==> src/rtl/gftt_seq.sv <==
// Frame sequencer: queues rect_done events, starts the pipeline one frame at a time, rotates buf_idx, watches for timeout.
// Latency: push to start 2 cycles, gftt_done to next start 2 cycles; no backpressure, a push into a full queue is dropped and counted.
module gftt_seq #(
    parameter int NBUF       = 2,
    parameter int PEND_DEPTH = 4,
    parameter int FCNT_W     = 4,
    parameter int TOUT_W     = 24
) (
    input  logic                    rst_n,
    input  logic                    clk,
    input  logic                    ibus_cs,
    input  logic                    ibus_wr,
    input  logic [5:0]              ibus_addr_7_2,
    input  logic [31:0]             ibus_wrdata,
    output logic [31:0]             ibus_rddata,
    input  logic                    rect_done,
    input  logic [FCNT_W-1:0]       rect_fcnt,
    input  logic                    gftt_done,
    output logic                    enb,
    output logic                    start,
    output logic                    abort,
    output logic                    busy,
    output logic [FCNT_W-1:0]       gftt_fcnt,
    output logic [$clog2(NBUF)-1:0] buf_idx
);
    localparam int BW = $clog2(NBUF);
    localparam int AW = $clog2(PEND_DEPTH);
    localparam int CW = AW + 1;

    typedef enum logic [1:0] {S_IDLE, S_START, S_RUN} state_t;

    state_t             state_q, state_d;
    logic [TOUT_W-1:0]  tout_lim;
    logic [TOUT_W-1:0]  tout_cnt;
    logic [15:0]        done_cnt;
    logic [15:0]        drop_cnt;
    logic               ovf;
    logic               tout;

    logic [FCNT_W-1:0]  fifo_mem [PEND_DEPTH];
    logic [AW-1:0]      rd_ptr;
    logic [AW-1:0]      wr_ptr;
    logic [CW-1:0]      pend_cnt;
    logic [4:0]         pend5;

    logic wr_ctrl, wr_tlim, sw_start, clr_stat, dis;
    logic push_req, push_ok, pop, drop, fifo_empty, fifo_full;
    logic run_done, tout_hit;
    logic unused_wrdata;

    assign wr_ctrl  = ibus_cs & ibus_wr & (ibus_addr_7_2 == 6'd0);
    assign wr_tlim  = ibus_cs & ibus_wr & (ibus_addr_7_2 == 6'd3);
    assign sw_start = wr_ctrl & ibus_wrdata[1];
    assign clr_stat = wr_ctrl & ibus_wrdata[2];
    assign dis      = wr_ctrl & ~ibus_wrdata[0];
    assign unused_wrdata = ^ibus_wrdata;

    assign fifo_empty = (pend_cnt == '0);
    assign fifo_full  = (pend_cnt == CW'(PEND_DEPTH));
    assign push_req   = (rect_done | sw_start) & enb;
    assign pop        = (state_q == S_IDLE) & enb & ~fifo_empty & ~dis;
    // A pop on the same edge frees the slot, so a push on full is still accepted.
    assign push_ok    = push_req & (~fifo_full | pop) & ~dis;
    assign drop       = push_req & fifo_full & ~pop & ~dis;

    assign run_done = (state_q == S_RUN) & gftt_done;
    assign tout_hit = (state_q == S_RUN) & (tout_lim != '0) &
                      (tout_cnt == tout_lim - TOUT_W'(1)) & ~gftt_done;

    always_ff @(posedge clk) begin
        if (push_ok)
            fifo_mem[wr_ptr] <= rect_fcnt;
    end

    always_ff @(posedge clk or negedge rst_n) begin
        if (!rst_n) begin
            rd_ptr   <= '0;
            wr_ptr   <= '0;
            pend_cnt <= '0;
        end else if (dis) begin
            rd_ptr   <= '0;
            wr_ptr   <= '0;
            pend_cnt <= '0;
        end else begin
            if (push_ok)
                wr_ptr <= wr_ptr + AW'(1);
            if (pop)
                rd_ptr <= rd_ptr + AW'(1);
            if (push_ok && !pop)
                pend_cnt <= pend_cnt + CW'(1);
            else if (pop && !push_ok)
                pend_cnt <= pend_cnt - CW'(1);
        end
    end

    always_ff @(posedge clk or negedge rst_n) begin
        if (!rst_n)
            state_q <= S_IDLE;
        else
            state_q <= state_d;
    end

    always_comb begin
        state_d = state_q;
        case (state_q)
            S_IDLE:  if (pop) state_d = S_START;
            S_START: state_d = S_RUN;
            S_RUN:   if (run_done || tout_hit) state_d = S_IDLE;
            default: state_d = S_IDLE;
        endcase
        if (dis)
            state_d = S_IDLE;
    end

    always_comb begin
        start = (state_q == S_START);
        busy  = (state_q == S_START) || (state_q == S_RUN);
        abort = tout_hit | (dis & busy);
    end

    always_ff @(posedge clk or negedge rst_n) begin
        if (!rst_n) begin
            enb       <= 1'b0;
            tout_lim  <= '0;
            gftt_fcnt <= '0;
            buf_idx   <= '0;
            tout_cnt  <= '0;
        end else begin
            if (wr_ctrl)
                enb <= ibus_wrdata[0];
            if (wr_tlim)
                tout_lim <= ibus_wrdata[TOUT_W-1:0];
            if (pop) begin
                gftt_fcnt <= fifo_mem[rd_ptr];
                buf_idx   <= (buf_idx == BW'(NBUF - 1)) ? '0 : buf_idx + BW'(1);
            end
            tout_cnt <= (state_q == S_RUN) ? tout_cnt + TOUT_W'(1) : '0;
        end
    end

    // Statistics: a clear in the same cycle as an event wins over the event.
    always_ff @(posedge clk or negedge rst_n) begin
        if (!rst_n) begin
            done_cnt <= '0;
            drop_cnt <= '0;
            ovf      <= 1'b0;
            tout     <= 1'b0;
        end else if (clr_stat) begin
            done_cnt <= '0;
            drop_cnt <= '0;
            ovf      <= 1'b0;
            tout     <= 1'b0;
        end else begin
            if (run_done && done_cnt != 16'hFFFF)
                done_cnt <= done_cnt + 16'd1;
            if (drop && drop_cnt != 16'hFFFF)
                drop_cnt <= drop_cnt + 16'd1;
            if (drop)
                ovf <= 1'b1;
            if (tout_hit)
                tout <= 1'b1;
        end
    end

    assign pend5 = 5'(pend_cnt);

    always_comb begin
        ibus_rddata = '0;
        if (ibus_cs) begin
            case (ibus_addr_7_2)
                6'd0:    ibus_rddata = {31'b0, enb};
                6'd1:    ibus_rddata = {24'b0, ovf, tout, busy, pend5};
                6'd2:    ibus_rddata = {drop_cnt, done_cnt};
                6'd3:    ibus_rddata[TOUT_W-1:0] = tout_lim;
                default: ibus_rddata = '0;
            endcase
        end
    end

endmodule
==> config.mk <==
export PLATFORM = sky130hd
export DESIGN_NAME = gftt_seq
export DESIGN_NICKNAME = d
export VERILOG_FILES = /design/src/rtl/gftt_seq.sv
export SDC_FILE = /design/constraint.sdc
export NUM_CORES = 1
export LEC_CHECK = 0
export CORE_MARGIN = 4
export CORE_UTILIZATION = 50
export DETAILED_ROUTE_END_ITERATION = 8
export HOLD_SLACK_MARGIN = 0.02
export PLACE_DENSITY = 0.82
export REMOVE_ABC_BUFFERS = 1
export SYNTH_ARGS = -nofsm -noshare
export SYNTH_HDL_FRONTEND = slang
export SYNTH_SLANG_ARGS = --single-unit
==> constraint.sdc <==
create_clock -name clk -period 3.2 [get_ports clk]
set_input_delay 0.48 -clock clk [delete_from_list [all_inputs] [get_ports clk]]
set_output_delay 0.48 -clock clk [all_outputs]
set_load 0.01 [all_outputs]
==> results by group <==
Run status
  • Status: complete, but fails checks
  • Failing checks: setup timing

Placed design
  • Worst slack at placement: -458.3 ps
  • Post-DP Area: 0.007953 sq mm
  • Placed Cells: 942
  • # port buffers: 80
  • Detailed Place HPWL: 13030 um
  • RD Place Congestion: 0.9700

Detailed routing
  • Starting DRC count in detailed routing: 424
  • Vias: 5566
  • Post-DRT Antenna Nets: 0
  • Wirelength, routed: 17700 um
  • Wire length per cell: 18.16 um
  • DRC: 0
  • First-pass detailed-route iteration total: 5
  • Vias per std cell: 5.709

Floorplanning
  • # rows: 41
  • Top Ports: 89
  • Initial Util: 51.61%
  • Die Ht: 122.6 um
  • Core Area: 0.01272 sq mm
  • Die area: 0.01503 sq mm
  • Die extent in x: 122.6 um

Worst setup path
  • Worst EP arrival: 3060 ps
  • Setup crit end kind: output pin
  • Setup CP Type: reg -> out
  • CP Launch Type: register
  • Worst path required time: 2720 ps
  • Critical path fanouts, max: 4

Power and ir drop
  • Pwr dens: 574.9 mW/mm^2
  • Pwr Total: 4.915 mW
  • Peak supply drop: 0.4297 mV
  • Static Leak: 3.732 nW

Timing
  • Setup TNS: -338.0 ps
  • Minimum hold slack: 79.58 ps
  • Fraction of the cycle the final worst path needs: 110.6%
  • RSZ-0062 raised after global routing: yes
  • Fin. max-slew vios: 0
  • Slew @ Worst Pin: 635.1 ps
  • Period minus WS final: 3538 ps
  • Fin worst setup slack: -338.0 ps
  • Final Setup Violations: 1
  • Clk_skew: 9.397 ps
  • Max_slew headroom: 57.66%
  • Final hold vios: 0
  • F_max: 0.2826 GHz

Cells and area
  • Post-route insts no fill: 975
  • Layout Nets: 852
  • Area Growth Syn to Fin: 30.22%
  • Final core utilization: 67.21%
  • Fillers: 989
  • Most frequent cells in the layout: nor2_1 (107), dfrtp_1 (97), clkdlybuf4s50_1 (78), buf_4 (67), xnor2_1 (43)
  • Commonest non-fill, non-tap cell in the layout: nor2_1
  • Layout cells sized above 1: 19.43%
  • # diodes: 0
  • Finished Cell Area: 0.008551 sq mm

Clock network
  • Worst skew pair latency: 420 ps
  • Clk buf depth: 2
  • Clock transition at path regs: 50 ps
  • CTS buffer count: 17
  • H-tree levels: 4
  • Clock Sinks: 113
  • CTS tree: yes
  • Root Buffer: clkbuf_16
  • Hold_buf cts: 0

Logic synthesis
  • Yosys warnings: 0
  • Post-Synthesis Cell Area: 0.006566 sq mm
  • Sequential area share after synthesis: 44.28%
  • Cell variety after synth: 64
  • Post-synth EDFFs: 16
  • Asr flop ratio synth: 85.84%
  • Area contributors post-synth: dfrtp_1 (37%), edfxtp_1 (7.3%), nor2_1 (6.2%)
  • Synth top area share: 36.97%
  • Mapped Cells: 656
  • Synth Area per Inst: 10.01 sq um
  • Seq cells post-synth: 113
  • Top_reg_cell synth: dfrtp_1
  • Synth area leader: dfrtp_1

Global routing
  • First-pass GRT wire length: 29530 um
  • Pin count of the biggest net entering global routing: 52
  • All-Layer GR Usage: 25.42%
  • Overflow after GRT: 0
  • Antenna violations before repair: 0
  • Vias in the first global route: 5749

Run
  • Max-cap violations: 0

Worst hold path
  • Hold Crit Class: in -> async
-- worst max-delay path: stages, from the launching register on --
cell and delay [ps]:
dfrtp_1 380, or4_4 600, nor3b_4 280, nand4_1 160, xnor2_1 160, or4_4 490, nor4_4 230, a22o_1 210
buf_2 140
-- sequential cells by signal, indices dropped and copies added, names as in the netlist --
register   count
buf_idx        1
done_cnt      16
drop_cnt      16
enb            1
fifo_mem      16
gftt_fcnt      4
ovf            1
pend_cnt       3
rd_ptr         2
state_q        2
tout           1
tout_cnt      24
tout_lim      24
wr_ptr         2
-- synth_stat cells, drive strengths merged (2+ instances only) --
cell type	number
clkbuf	27
o31ai	2
nor4	10
a41oi	2
mux2i	8
nor2b	4
or4	4
dfrtp	97
o21ai	8
xor2	37
a22oi	23
and3	30
nor2	108
a21oi	8
inv	14
a311oi	2
nand4b	2
nor3	13
mux4	5
and2	11
mux2	34
o31a	2
a211oi	4
o311ai	2
buf	6
nor3b	5
and4	7
nand2b	7
nand2	36
edfxtp	16
a31oi	11
xnor2	43
ha	13
nand3	28
nand4	11
-- power by group --
| part | internal [mW] | switching (mW) |
|---|---|---|
| clock network | 1.14 | 0.632 |
| logic | 0.691 | 0.641 |
| registers | 1.62 | 0.192 |
-- final timing paths --
path / start / to / slack (ps) / depth (start not counted)
worst min register to register: gftt_fcnt[2] / gftt_fcnt[2] / 510 / 1
worst min-delay path: rst_n / tout_lim[8] / 80 / 1
max in group asynchronous: rst_n / state_q[0] / 2430 / 2
worst max-delay path: tout_lim[8] / abort / -340 / 8
worst max register to register: tout_lim[8] / state_q[1] / 320 / 9
min in group clk: gftt_fcnt[2] / gftt_fcnt[2] / 510 / 1
-- per-layer routing --
| layer | vias up | routed length (um) | global-route usage, % |
|---|---|---|---|
| met5 | - | 0 | 0 |
| met4 | 0 | 259 | 8.537 |
| met3 | 23 | 1099 | 5.760 |
| met2 | 182 | 8691 | 42.46 |
| met1 | 2768 | 7653 | 32.81 |
| li1 | 2593 | - | - |
-- cell type report --
type / count / area, sq um / share of cell area (%)
clock buffer: 26 / 499.2 / 5.838
multi-input combinational: 496 / 3498 / 40.91
inverter: 14 / 52.55 / 0.6146
tap: 172 / 215.2 / 2.517
sequential: 113 / 2908 / 34.01
clock inverter: 6 / 57.56 / 0.6731
timing repair buffer: 148 / 1320 / 15.44
-- cell families after synthesis --
| group | after synthesis | share of synthesized area (%) |
|---|---|---|
| buffers and inverters | 47 | 2.972 |
| AOI/OAI and AO/OA | 73 | 8.022 |
| muxes | 47 | 8.765 |
| and+or+nand+nor | 282 | 22.50 |
| xor gates and xnor gates | 80 | 10.67 |
| adders and majority gates | 14 | 2.782 |
| DFF | 113 | 44.28 |
-- repair_timing --
item                                    4_1_cts  5_1_grt
setup buffers                                 1        0
pin swaps                                     8        1
resized for setup                             7        4
endpoints found under the setup margin        1       27
(Power assumes the default switching activity.)
